--- config.mk ---
export PLATFORM = sky130hd
export DESIGN_NAME = hazard_ctrl_unit
export DESIGN_NICKNAME = d
export VERILOG_FILES = /design/src/rtl/hazard_ctrl_unit.sv
export SDC_FILE = /design/constraint.sdc
export NUM_CORES = 1
export LEC_CHECK = 0
export ABC_AREA = 0
export CAP_MARGIN = 25
export CORE_MARGIN = 10
export CORE_UTILIZATION = 42
export DETAILED_ROUTE_END_ITERATION = 6
export PLACE_DENSITY = 0.82
export SYNTH_ARGS = -nofsm -noshare
export SYNTH_HDL_FRONTEND = slang
export SYNTH_SLANG_ARGS = --single-unit
--- constraint.sdc ---
create_clock -name clk -period 3.85 [get_ports clk]
set_input_delay 1.155 -clock clk [delete_from_list [all_inputs] [get_ports clk]]
set_output_delay 1.155 -clock clk [all_outputs]
set_load 0.05 [all_outputs]
--- src/rtl/hazard_ctrl_unit.sv ---
`default_nettype none
// ============================================================================
//  Module      : hazard_ctrl_unit
//  Description : Hazard control for a five-stage in-order pipeline.
//                - Per-operand forwarding select for the execute stage.
//                - Load-use stall sequencing. A stall lasts LOAD_LAT cycles.
//                - Branch flush.
//                - Whole-pipeline freeze while the cache is busy. The stall
//                  context is saved and restored around the freeze.
//  Revision    : 1.0  initial release
// ----------------------------------------------------------------------------
//  Parameters
//    NUM_SRC   source operands per instruction (1..3)
//    REG_AW    register address width
//    LOAD_LAT  load-use stall cycles (1..4)
//  Ports
//    clk, rst            clock (rising edge); asynchronous active-low reset
//    Rs_D, Rs_E          packed decode/execute source addresses
//    RD_E/M/W            destination registers of the E, M and W stages
//    RegWriteE/M/W       write enables of the E, M and W stages
//    ResultSrcE          the execute-stage instruction is a load
//    PCSrcE              branch/jump taken, resolved in execute
//    o_p_waitrequest     the cache is busy, so the whole pipeline holds
//    Forward_E           per-operand select: 00 regfile, 10 from M, 01 from W
//    StallF, StallD      hold the PC and the F/D register
//    FlushD, FlushE      clear the F/D and D/E registers
//    FreezeEMW           hold the D/E, E/M and M/W registers
//  Optional feature (macro HAZARD_PERF_CNT_EN)
//    perf_clr            synchronous clear of the performance counters
//    stall_cnt           cycles with StallF high (saturating)
//    flush_cnt           cycles with FlushD high (saturating)
// ============================================================================
module hazard_ctrl_unit #(
    parameter int NUM_SRC  = 2,
    parameter int REG_AW   = 5,
    parameter int LOAD_LAT = 1
) (
    input  logic                        clk,
    input  logic                        rst,
    input  logic [NUM_SRC*REG_AW-1:0]   Rs_D,
    input  logic [NUM_SRC*REG_AW-1:0]   Rs_E,
    input  logic [REG_AW-1:0]           RD_E,
    input  logic                        RegWriteE,
    input  logic                        ResultSrcE,
    input  logic [REG_AW-1:0]           RD_M,
    input  logic                        RegWriteM,
    input  logic [REG_AW-1:0]           RD_W,
    input  logic                        RegWriteW,
    input  logic                        PCSrcE,
    input  logic                        o_p_waitrequest,
`ifdef HAZARD_PERF_CNT_EN
    input  logic                        perf_clr,
    output logic [31:0]                 stall_cnt,
    output logic [31:0]                 flush_cnt,
`endif
    output logic [2*NUM_SRC-1:0]        Forward_E,
    output logic                        StallF,
    output logic                        StallD,
    output logic                        FlushD,
    output logic                        FlushE,
    output logic                        FreezeEMW
);

    // ------------------------------------------------------------------
    // Constants
    // ------------------------------------------------------------------
    localparam logic [1:0] c_ST_RUN  = 2'd0;
    localparam logic [1:0] c_ST_LU   = 2'd1;
    localparam logic [1:0] c_ST_WAIT = 2'd2;

    // The RUN cycle that detects the hazard is the first stall cycle.
    // LU_STALL therefore covers the remaining LOAD_LAT-1 cycles.
    localparam logic [2:0] c_LU_INIT = 3'(LOAD_LAT - 1);
    localparam bit         c_MULTI   = (LOAD_LAT > 1);

    // ------------------------------------------------------------------
    // Forwarding (purely combinational; the M stage beats the W stage)
    // ------------------------------------------------------------------
    logic [NUM_SRC-1:0] w_src_match;

    for (genvar gi = 0; gi < NUM_SRC; gi++) begin : g_fwd
        logic [REG_AW-1:0] w_rs_e;
        logic [REG_AW-1:0] w_rs_d;
        logic              w_hit_m;
        logic              w_hit_w;

        assign w_rs_e  = Rs_E[gi*REG_AW +: REG_AW];
        assign w_rs_d  = Rs_D[gi*REG_AW +: REG_AW];
        assign w_hit_m = RegWriteM && (RD_M != '0) && (RD_M == w_rs_e);
        assign w_hit_w = RegWriteW && (RD_W != '0) && (RD_W == w_rs_e);

        assign Forward_E[2*gi +: 2] = w_hit_m ? 2'b10 :
                                      w_hit_w ? 2'b01 : 2'b00;

        assign w_src_match[gi] = (w_rs_d == RD_E);
    end

    logic w_load_use;
    assign w_load_use = ResultSrcE && RegWriteE && (RD_E != '0) && (|w_src_match);

    // ------------------------------------------------------------------
    // FSM state
    // ------------------------------------------------------------------
    logic [1:0] r_state;
    logic [2:0] r_cnt;
    logic [1:0] r_saved_state;
    logic [2:0] r_saved_cnt;

    logic [1:0] w_nxt_state;
    logic [2:0] w_nxt_cnt;
    logic [1:0] w_nxt_saved_state;
    logic [2:0] w_nxt_saved_cnt;

    // When waitrequest drops, the saved context acts in that same cycle.
    // No cycle is lost on resume, and a pending branch can act at once.
    // The saved state is never MEM_WAIT, because it is only loaded from
    // the effective state.
    logic [1:0] w_eff_state;
    logic [2:0] w_eff_cnt;
    assign w_eff_state = (r_state == c_ST_WAIT) ? r_saved_state : r_state;
    assign w_eff_cnt   = (r_state == c_ST_WAIT) ? r_saved_cnt   : r_cnt;

    // State register
    always_ff @(posedge clk or negedge rst) begin
        if (!rst) begin
            r_state       <= c_ST_RUN;
            r_cnt         <= 3'd0;
            r_saved_state <= c_ST_RUN;
            r_saved_cnt   <= 3'd0;
        end else begin
            r_state       <= w_nxt_state;
            r_cnt         <= w_nxt_cnt;
            r_saved_state <= w_nxt_saved_state;
            r_saved_cnt   <= w_nxt_saved_cnt;
        end
    end

    // Next-state logic. Priority is waitrequest, then branch, then load-use.
    always_comb begin
        w_nxt_state       = r_state;
        w_nxt_cnt         = r_cnt;
        w_nxt_saved_state = r_saved_state;
        w_nxt_saved_cnt   = r_saved_cnt;
        if (o_p_waitrequest) begin
            w_nxt_state       = c_ST_WAIT;
            w_nxt_saved_state = w_eff_state;
            w_nxt_saved_cnt   = w_eff_cnt;
        end else if (PCSrcE) begin
            w_nxt_state = c_ST_RUN;
            w_nxt_cnt   = 3'd0;
        end else begin
            case (w_eff_state)
                c_ST_LU: begin
                    if (w_eff_cnt <= 3'd1) begin
                        w_nxt_state = c_ST_RUN;
                        w_nxt_cnt   = 3'd0;
                    end else begin
                        w_nxt_state = c_ST_LU;
                        w_nxt_cnt   = w_eff_cnt - 3'd1;
                    end
                end
                default: begin
                    if (w_load_use && c_MULTI) begin
                        w_nxt_state = c_ST_LU;
                        w_nxt_cnt   = c_LU_INIT;
                    end else begin
                        w_nxt_state = c_ST_RUN;
                        w_nxt_cnt   = 3'd0;
                    end
                end
            endcase
        end
    end

    // Output logic. Reset gates every control output directly, so an
    // assertion of reset mid-stall takes effect without waiting for a clock.
    logic w_stall;
    logic w_flush_d;
    logic w_flush_e;
    logic w_freeze;

    always_comb begin
        w_stall   = 1'b0;
        w_flush_d = 1'b0;
        w_flush_e = 1'b0;
        w_freeze  = 1'b0;
        if (!rst) begin
            w_stall = 1'b0;
        end else if (o_p_waitrequest) begin
            w_stall  = 1'b1;
            w_freeze = 1'b1;
        end else if (PCSrcE) begin
            w_flush_d = 1'b1;
            w_flush_e = 1'b1;
        end else begin
            case (w_eff_state)
                c_ST_LU: begin
                    w_stall   = 1'b1;
                    w_flush_e = 1'b1;
                end
                default: begin
                    w_stall   = w_load_use;
                    w_flush_e = w_load_use;
                end
            endcase
        end
    end

    assign StallF    = w_stall;
    assign StallD    = w_stall;
    assign FlushD    = w_flush_d;
    assign FlushE    = w_flush_e;
    assign FreezeEMW = w_freeze;

`ifdef HAZARD_PERF_CNT_EN
    // ------------------------------------------------------------------
    // Saturating performance counters
    // ------------------------------------------------------------------
    logic [31:0] r_stall_cnt;
    logic [31:0] r_flush_cnt;

    always_ff @(posedge clk or negedge rst) begin
        if (!rst) begin
            r_stall_cnt <= 32'd0;
            r_flush_cnt <= 32'd0;
        end else if (perf_clr) begin
            r_stall_cnt <= 32'd0;
            r_flush_cnt <= 32'd0;
        end else begin
            if (w_stall && (r_stall_cnt != 32'hFFFF_FFFF)) begin
                r_stall_cnt <= r_stall_cnt + 32'd1;
            end
            if (w_flush_d && (r_flush_cnt != 32'hFFFF_FFFF)) begin
                r_flush_cnt <= r_flush_cnt + 32'd1;
            end
        end
    end

    assign stall_cnt = r_stall_cnt;
    assign flush_cnt = r_flush_cnt;
`endif

endmodule
`default_nettype wire

==> results of run 1 <==
-- timing repair --
action | CTS | global route
buffers inserted | 0 | 1
pin swaps | 9 | 6
resized for setup | 33 | 15
endpoints found under the setup margin | 7 | 6
-- power by group through the flow --
stage	clock network (mW)	logic (mW)	registers, mW
after floorplan	0	0.0656	0.113
after global placement	0	0.153	0.114
after detailed placement	0	0.159	0.114
after CTS	0.0947	0.163	0.113
after global routing	0.102	0.178	0.113
final	0.0945	0.166	0.113
-- layout by cell type, fill, tap and decap left out, drive strengths merged --
master	instances
buf	25
xor2	24
clkdlybuf4s50	23
dlygate4sd2	10
dfrtp	10
xnor2	7
clkbuf	7
nor2	5
nand2	5
o21ai	5
inv	4
or4	4
nor4	4
a21oi	4
mux2i	4
a22o	3
dlymetal6s2s	3
nand3	2
nor2b	2
and2	2
ha	2
nor3	2
clkdlybuf4s15	2
and2b	1
or4b	1
o311ai	1
nand3b	1
mux2	1
a2111oi	1
a22oi	1
or3	1
o311a	1
nand2b	1
a21boi	1
-- area by class of cell --
type | count | area (µm²) | area share (%)
flip-flops and latches | 10 | 250.2 | 13.77
multi-input cells | 86 | 777.0 | 42.77
clock buffers | 4 | 36.28 | 1.997
well taps | 28 | 35.03 | 1.928
inverters | 4 | 15.01 | 0.8264
repair buffers | 66 | 703.2 | 38.71
-- cells by family (layout without fill, tap and decap cells) --
group,after synthesis,after routing,share of synthesized area (%)
AND/OR/NAND/NOR,31,31,19.54
multiplexers,5,5,5.655
AO/OA/AOI/OAI,17,17,14.40
XOR/XNOR,31,31,27.89
buffers and inverters,8,74,4.241
adder cells (fa/ha/maj),2,2,2.570
flip-flops,10,10,25.71
-- per-stage QoR --
| step | power (mW) | instance area, µm² | utilization [%] | hold WS (ps) |
|---|---|---|---|---|
| floorplan | 0.1789 | 991.0 | - | 445.2 |
| global placement | 0.2669 | 1713 | 77.43 | 457.2 |
| detailed placement | 0.2730 | 1713 | 77.43 | 487.3 |
| CTS | 0.3700 | 1797 | 81.22 | 504.6 |
| global route | 0.3922 | 1817 | 82.13 | 519.8 |
| finish | 0.3728 | 1817 | 82.13 | 501.1 |
-- sequential cells by signal (all words and copies together) (netlist names) --
name	cells
r_saved_state	2
r_cnt	3
r_state	2
r_saved_cnt	3
-- cells in the mapped netlist, drive strengths merged (3+ instances only) --
cell type,instances
nor4,4
xor2,24
a22o,3
dfrtp,10
buf,3
nand2,5
nor2,5
mux2i,4
inv,4
o21ai,5
or4,4
a21oi,4
xnor2,7
-- critical path, delay by kind of cell --
kind                   cells  cell delay [ps]
buffers and inverters      3              400
AND/OR/NAND/NOR            3              920
AO/OA/AOI/OAI              1              190
-- routing by layer --
layer	track usage (%)	share of wire, %	vias to the layer above
met1	17.53	39	507
li1	-	-	500
met2	31.16	54	37
met3	3.752	6.8	0
met5	0	0	-
met4	2.261	0	0
-- worst max path at each step --
stage	startpoint	endpoint	slack [ps]	cells past startpoint
floorplan	RD_E[2]	StallF	10	5
global placement	RD_M[1]	Forward_E[0]	-230	6
detailed placement	RD_M[1]	Forward_E[0]	-290	6
CTS	RD_E[1]	StallD	7	6
global route	RD_M[1]	Forward_E[2]	2	7
finish	RD_M[1]	Forward_E[2]	30	7
==> metrics, run 1 <==
CP Cell Sequence=buf_6 -> or4_4 -> o21ai_4 -> buf_6 -> nor4_4 -> nor4_4 -> buf_12; synthesized area per cell=between 9 and 10 µm²; post-synth top area share=approximately a quarter; area growth from synthesis to layout=86.63%; First-pass DRT Iterations=4; dpl ws=-294.5 ps; Max-Cap Viols=0; final setup fails=0; # rows=17; sequential area share after synthesis=roughly a quarter; main flop type after synthesis=dfrtp_1; CTS tree=done; slew margin rel.=72.77%; slew of the pin with the lowest slew margin=397.1 ps; Vert. Die Dim=between 60 and 70 µm; Inst Count DP=just under 200; Comb power frac=roughly 44%; non-filler instance count after layout=~200; Async S/R FF share, synth=100.0%; Reg-to-Reg End=r_cnt[2]; drt drc=0; WL per Instance=around 18 µm; grt ovf=0; hold_buf cts=0; Port Buf Inserts=around 50; VDD IR-drop max=0.2738 mV; Clock transition at path regs=around 70 ps; part of the power in registers=a little under a third; Initial Util=approximately 44%; Die ar.=approximately 4600 µm²; slowest stage delay, CP=roughly 540 ps; power per cell area=approximately 210 nW/µm²; largest net degree at the start of global routing=14; Antenna Cells=0; GRT Total Usage=approximately 16%; Die X-Extent=68.14 µm; Yosys top cell by area=dfrtp_1; Power Internal=about 250 µW; CP Class=primary input to output port; status=finished clean; clk sinks=10; #FFs+latches synth=10; Final nets=216; Crit Reg-Reg Startpoint=r_state[0]; main area contributors after synthesis=dfrtp_1, xor2_1, xnor2_1; Sw Pwr=between 100 and 150 µW; Max Fclk=between 200 and 300 MHz; Synth Instances=around 100; Ports=52; Max Root-Sink Buffers=2; cell area after synthesis=approximately 970 µm²; clock power share=about a quarter; post-synth net total=between 100 and 150; R2R setup slack=between 1000 and 1500 ps; Lkg Pwr=between 0.7 and 0.8 nW; setup TNS=0 ps; slowest CP cell=or4_4; Worst Hold Launch=r_saved_state[0]; worst hold path cell count=2; crit start category=primary input; Sw Ratio=32.16%; fin crit share=99.13%; clk root buf=clkbuf_4; drt total wl=between 3 and 4 mm; endpoints failing hold=0; DR iter-0 viols=41; Synth cell types=33; HP Class=register to register; global placer's final weighted congestion=slightly below 1; worst-path maximum fanout=2; vias per std cell=around 5.3; remaining antenna violation count=0; core outline area=2212 µm²; vias in the first global route=~1100; htree depth=1; dpl hpwl=between 3 and 4 mm; RSZ-0062 raised after global routing=false; layout cells sized above 1=between 30% and 40%; layout filler cell count=between 100 and 150; WP data arrival=between 2000 and 3000 ps; YS warnings=0; clock skew=~6.2 ps; Critical Path RT=around 2700 ps; Worst R2R Path Depth=8; final worst setup slack=33.67 ps; WHS Endpoint=r_saved_state[0]; Post-synth EDFFs=0; CTS buffer count=3; vias post-DR=roughly 1000; max-slew violations=0; Clk Latency, worst-skew pair=270 ps; endpoint type of the worst setup path=output port; Final min period=around 3800 ps; first-pass GRT wire length=a little under 6 mm; initial antenna violation count=0
Power figures use the tool's default switching activity.
==> inputs of run 2 (changes only) <==
CELL_PAD_IN_SITES_DETAIL_PLACEMENT = 0   (was default)
CELL_PAD_IN_SITES_GLOBAL_PLACEMENT = 1   (was default)
CORE_UTILIZATION = 30   (was 42)
==> metrics, run 2 (same netlist as run 1, synthesis figures left out) <==
GRT Max-Usage Layer=met2; Final min period=about 3800 ps; endpoint type of the worst setup path=output port; Die ar.=5923 µm²; power per cell area=between 150 and 200 nW/µm²; area growth from synthesis to layout=83.80%; RSZ-0062 raised after global routing=true; dpl ws=-215.7 ps; placed cell areas=~1700 µm²; Lkg Pwr=0.7451 nW; worst hold slack=~470 ps; CP Class=primary input to output port; slew of the pin with the lowest slew margin=~340 ps; CTS tree=done; WP data arrival=~2700 ps; Ports=52; Max Fclk=roughly 260 MHz; layout filler cell count=273; Clk Latency, worst-skew pair=between 200 and 300 ps; vias in the first global route=roughly 1100; grt met3 use=a little under 2%; crit start category=primary input; VDD IR-drop max=between 0.15 and 0.2 mV; core outline area=slightly above 3000 µm²; layout cells sized above 1=30.36%; area of the multi-input gates=782.0 µm²; M1 GR Usage=slightly below 9%; Initial Util=between 30% and 40%; Clock transition at path regs=around 60 ps; htree depth=1; Die X-Extent=a little under 80 µm; drt drc=0; WL per Instance=between 10 and 15 µm; max-slew violations=0; Vert. Die Dim=76.96 µm; endpoints failing hold=0; # rows=20; initial antenna violation count=0; clk root buf=clkbuf_4; status=finished clean; Port Buf Inserts=just over 50; vias per std cell=approximately 4.7; Seq. cell area=between 200 and 300 µm²; dpl hpwl=2.824 mm; Top Registers=r_cnt x3, r_saved_cnt x3; CTS buffer count=3; First-pass DRT Iterations=4; fin crit share=between 90% and 100%; hold_buf cts=0; largest net degree at the start of global routing=14; first-pass GRT wire length=5.133 mm; most frequent cells in the layout=xor2_1, clkdlybuf4s50_1, dlygate4sd2_1, buf_4, dfrtp_1; Critical Path RT=2690 ps; total chip power=~340 µW; design area=roughly 1800 µm²; Max Root-Sink Buffers=2; global placer's final weighted congestion=a little under 0.8; Antenna Cells=0; DR iter-0 viols=13; setup TNS=0 ps; clock skew=between 2 and 2.5 ps; Max-Cap Viols=0; vias post-DR=between 900 and 1000; worst hold path cell count=2; Final nets=between 200 and 250; final setup fails=0; drt total wl=3.125 mm; GRT Total Usage=10.70%; worst-path maximum fanout=2; Worst R2R Path Depth=8; met2 GRT Util=between 20% and 30%; remaining antenna violation count=0; grt ovf=0; slew margin rel.=between 70% and 80%; clk sinks=10; HP Class=register to register; final worst setup slack=46.74 ps
==> run 2: power by group <==
| group | internal, mW | total (mW) | leakage (nW) | switching, mW |
|---|---|---|---|---|
| clock network | 0.0359 | 0.0681 | 0.0138 | 0.0322 |
| logic | 0.0826 | 0.157 | 0.600 | 0.0746 |
| registers | 0.109 | 0.112 | 0.131 | 0.00328 |
==> run 2: what timing repair did <==
item                                    CTS  global route
pin swaps                                 9             7
gates cloned                              0             0
gates resized for setup                  31            17
setup buffers                             0             1
endpoints found under the setup margin    4             5
==> run 2: per-layer routing <==
layer  vias up  share of wire, %  routed length [µm]
li1        495                 -                   -
met1       481                30                 942
met2         6                67                2095
met3         5               1.9                  59
met4         0              0.86                  27
met5         -                 0                   0
==> run 2: final timing paths <==
| kind | start | to | slack [ps] |
|---|---|---|---|
| max | RD_M[2] | Forward_E[0] | 50 |
| min | r_saved_state[0] | r_saved_state[0] | 470 |
| max reg2reg | r_state[0] | r_cnt[2] | 1590 |
| min reg2reg | r_saved_state[0] | r_saved_state[0] | 470 |
| max in group asynchronous | rst | r_cnt[1] | 2410 |
| min in group asynchronous | rst | r_cnt[2] | 1090 |
==> run 2: metrics by stage <==
stage                     cells  util (%)
after floorplan             104         -
after global placement      208     55.00
after detailed placement    208     55.00
after CTS                   211     57.20
after global routing        212     58.13
final                       212     58.13
==> run 2: final cells by class <==
type | count | area share [%]
inverters | 4 | 0.8392
flip-flops and latches | 10 | 13.99
well taps | 44 | 3.077
multi-input cells | 86 | 43.71
repair buffers | 65 | 37.13
clock buffers | 3 | 1.259
==> run 2: worst max-delay path: stages <==
cell      delay, ps
clkbuf_2         90
or4_4           540
o21ai_4         190
buf_6           130
nor4_4           50
nor4_4          320
buf_12          180
==> inputs of run 3 (changes only) <==
CORE_MARGIN = 2   (was 10)
==> metrics, run 3 (same netlist as run 1, synthesis figures left out) <==
final setup fails=0; Max-Cap Viols=0; Top Registers=r_cnt x3, r_saved_cnt x3; area growth from synthesis to layout=80.59%; status=finished clean; Initial Util=31.63%; endpoints failing hold=0; Seq. cell area=~250 µm²; CTS buffer count=3; commonest non-fill, non-tap cell in the layout=clkdlybuf4s50_1; endpoint type of the worst setup path=output port; clk sinks=10; Vert. Die Dim=slightly above 60 µm; DR iter-0 viols=9; Clk Latency, worst-skew pair=roughly 260 ps; placed cell areas=1700 µm²; crit start category=primary input; layout cells sized above 1=23.49%; CTS tree=done; CP Cell Sequence=dlygate4sd2_1 -> xor2_1 -> or4_4 -> nor4_4 -> buf_12; Die ar.=between 3000 and 4000 µm²; part of the power in registers=about 34%; Lkg Pwr=about 0.73 nW; final worst setup slack=between 30 and 40 ps; most frequent cells in the layout=clkdlybuf4s50_1, xor2_1, dlygate4sd2_1; Final min period=roughly 3800 ps; slew of the pin with the lowest slew margin=375.9 ps; clock skew=about 2.7 ps; htree depth=1; Port Buf Inserts=51; vias post-DR=954; slowest CP cell=or4_4; first-pass GRT wire length=~4.3 mm; Antenna Cells=0; power per cell area=about 190 nW/µm²; Ports=52; Sw Ratio=between 30 and 40%; clock power share=21.1%; WP data arrival=~2700 ps; First-pass DRT Iterations=4; dpl ws=-221.7 ps; Comb power frac=a little under half; max-slew violations=0; dpl hpwl=2.380 mm; worst-path maximum fanout=3; Max Fclk=262.0 MHz; # rows=20; VDD IR-drop max=roughly 0.21 mV; WL per Instance=~13 µm; drt total wl=2.765 mm; Power Internal=around 230 µW; Critical Path RT=approximately 2700 ps; global placer's final weighted congestion=between 0.9 and 1; worst hold slack=slightly below 500 ps; vias in the first global route=995; largest net degree at the start of global routing=14; fin util=between 50% and 60%; fin crit share=99.15%; drt drc=0; RSZ-0062 raised after global routing=false; core outline area=3078 µm²; Max Root-Sink Buffers=2; layout filler cell count=around 300; Clock transition at path regs=approximately 60 ps; GRT Total Usage=~16%; HP Class=register to register; Sw Pwr=between 100 and 150 µW; grt ovf=0; area of the multi-input gates=759.5 µm²; slew margin rel.=between 70% and 80%; slowest stage delay, CP=about 550 ps; CP Class=primary input to output port; clk root buf=clkbuf_4; Final nets=213; design area=1758 µm²; post-CTS setup buffers=0; initial antenna violation count=0; Die X-Extent=60.96 µm; vias per std cell=about 4.5; remaining antenna violation count=0
==> run 3: layout make-up <==
cell class                 count  area share (%)
inverter                       4          0.8541
sequential                    10           14.23
timing repair buffer          63           37.30
tap                           44           3.132
clock buffer                   3           1.281
multi-input combinational     86           43.20
==> run 3: path summary, 6_finish.rpt <==
path	startpoint	end	slack [ps]	cells after the start
min in group asynchronous	rst	r_cnt[2]	1100	1
setup reg to reg	r_state[0]	r_cnt[1]	1520	8
hold / removal	r_saved_state[0]	r_saved_state[0]	490	2
setup / recovery	RD_W[1]	Forward_E[0]	30	5
max in group asynchronous	rst	r_saved_cnt[0]	2380	2
hold reg to reg	r_saved_state[0]	r_saved_state[0]	490	2
==> run 3: power groups by stage <==
stage	logic, mW	clock network, mW	registers, mW
floorplan	0.0656	0	0.113
global placement	0.148	0	0.114
detailed placement	0.151	0	0.114
CTS	0.152	0.0734	0.112
global route	0.163	0.0805	0.112
finish	0.152	0.0707	0.112
==> run 3: per-stage QoR <==
step	total power [mW]	setup TNS, ps	cells
after floorplan	0.1789	0	104
after global placement	0.2617	-681.2	209
after detailed placement	0.2653	-806.1	209
after CTS	0.3375	0	210
after global routing	0.3563	0	210
final	0.3353	0	210
==> run 3: layer usage <==
layer	track usage, %	wire, µm
met1	16.10	1000
met5	0	0
met3	1.279	40
met2	31.18	1665
met4	6.522	58
==> run 3: timing repair <==
item / in CTS / in global routing
hold buffers: 0 / 0
setup endpoints to repair: 4 / 4
pin swaps: 9 / 3
gates resized for setup: 25 / 5
cloned: 0 / 0
==> run 3: critical path, delay by kind of cell <==
| family | cells | cell delay, ps |
|---|---|---|
| simple gates | 2 | 890 |
| buf+inv | 2 | 450 |
| xor+xnor | 1 | 170 |
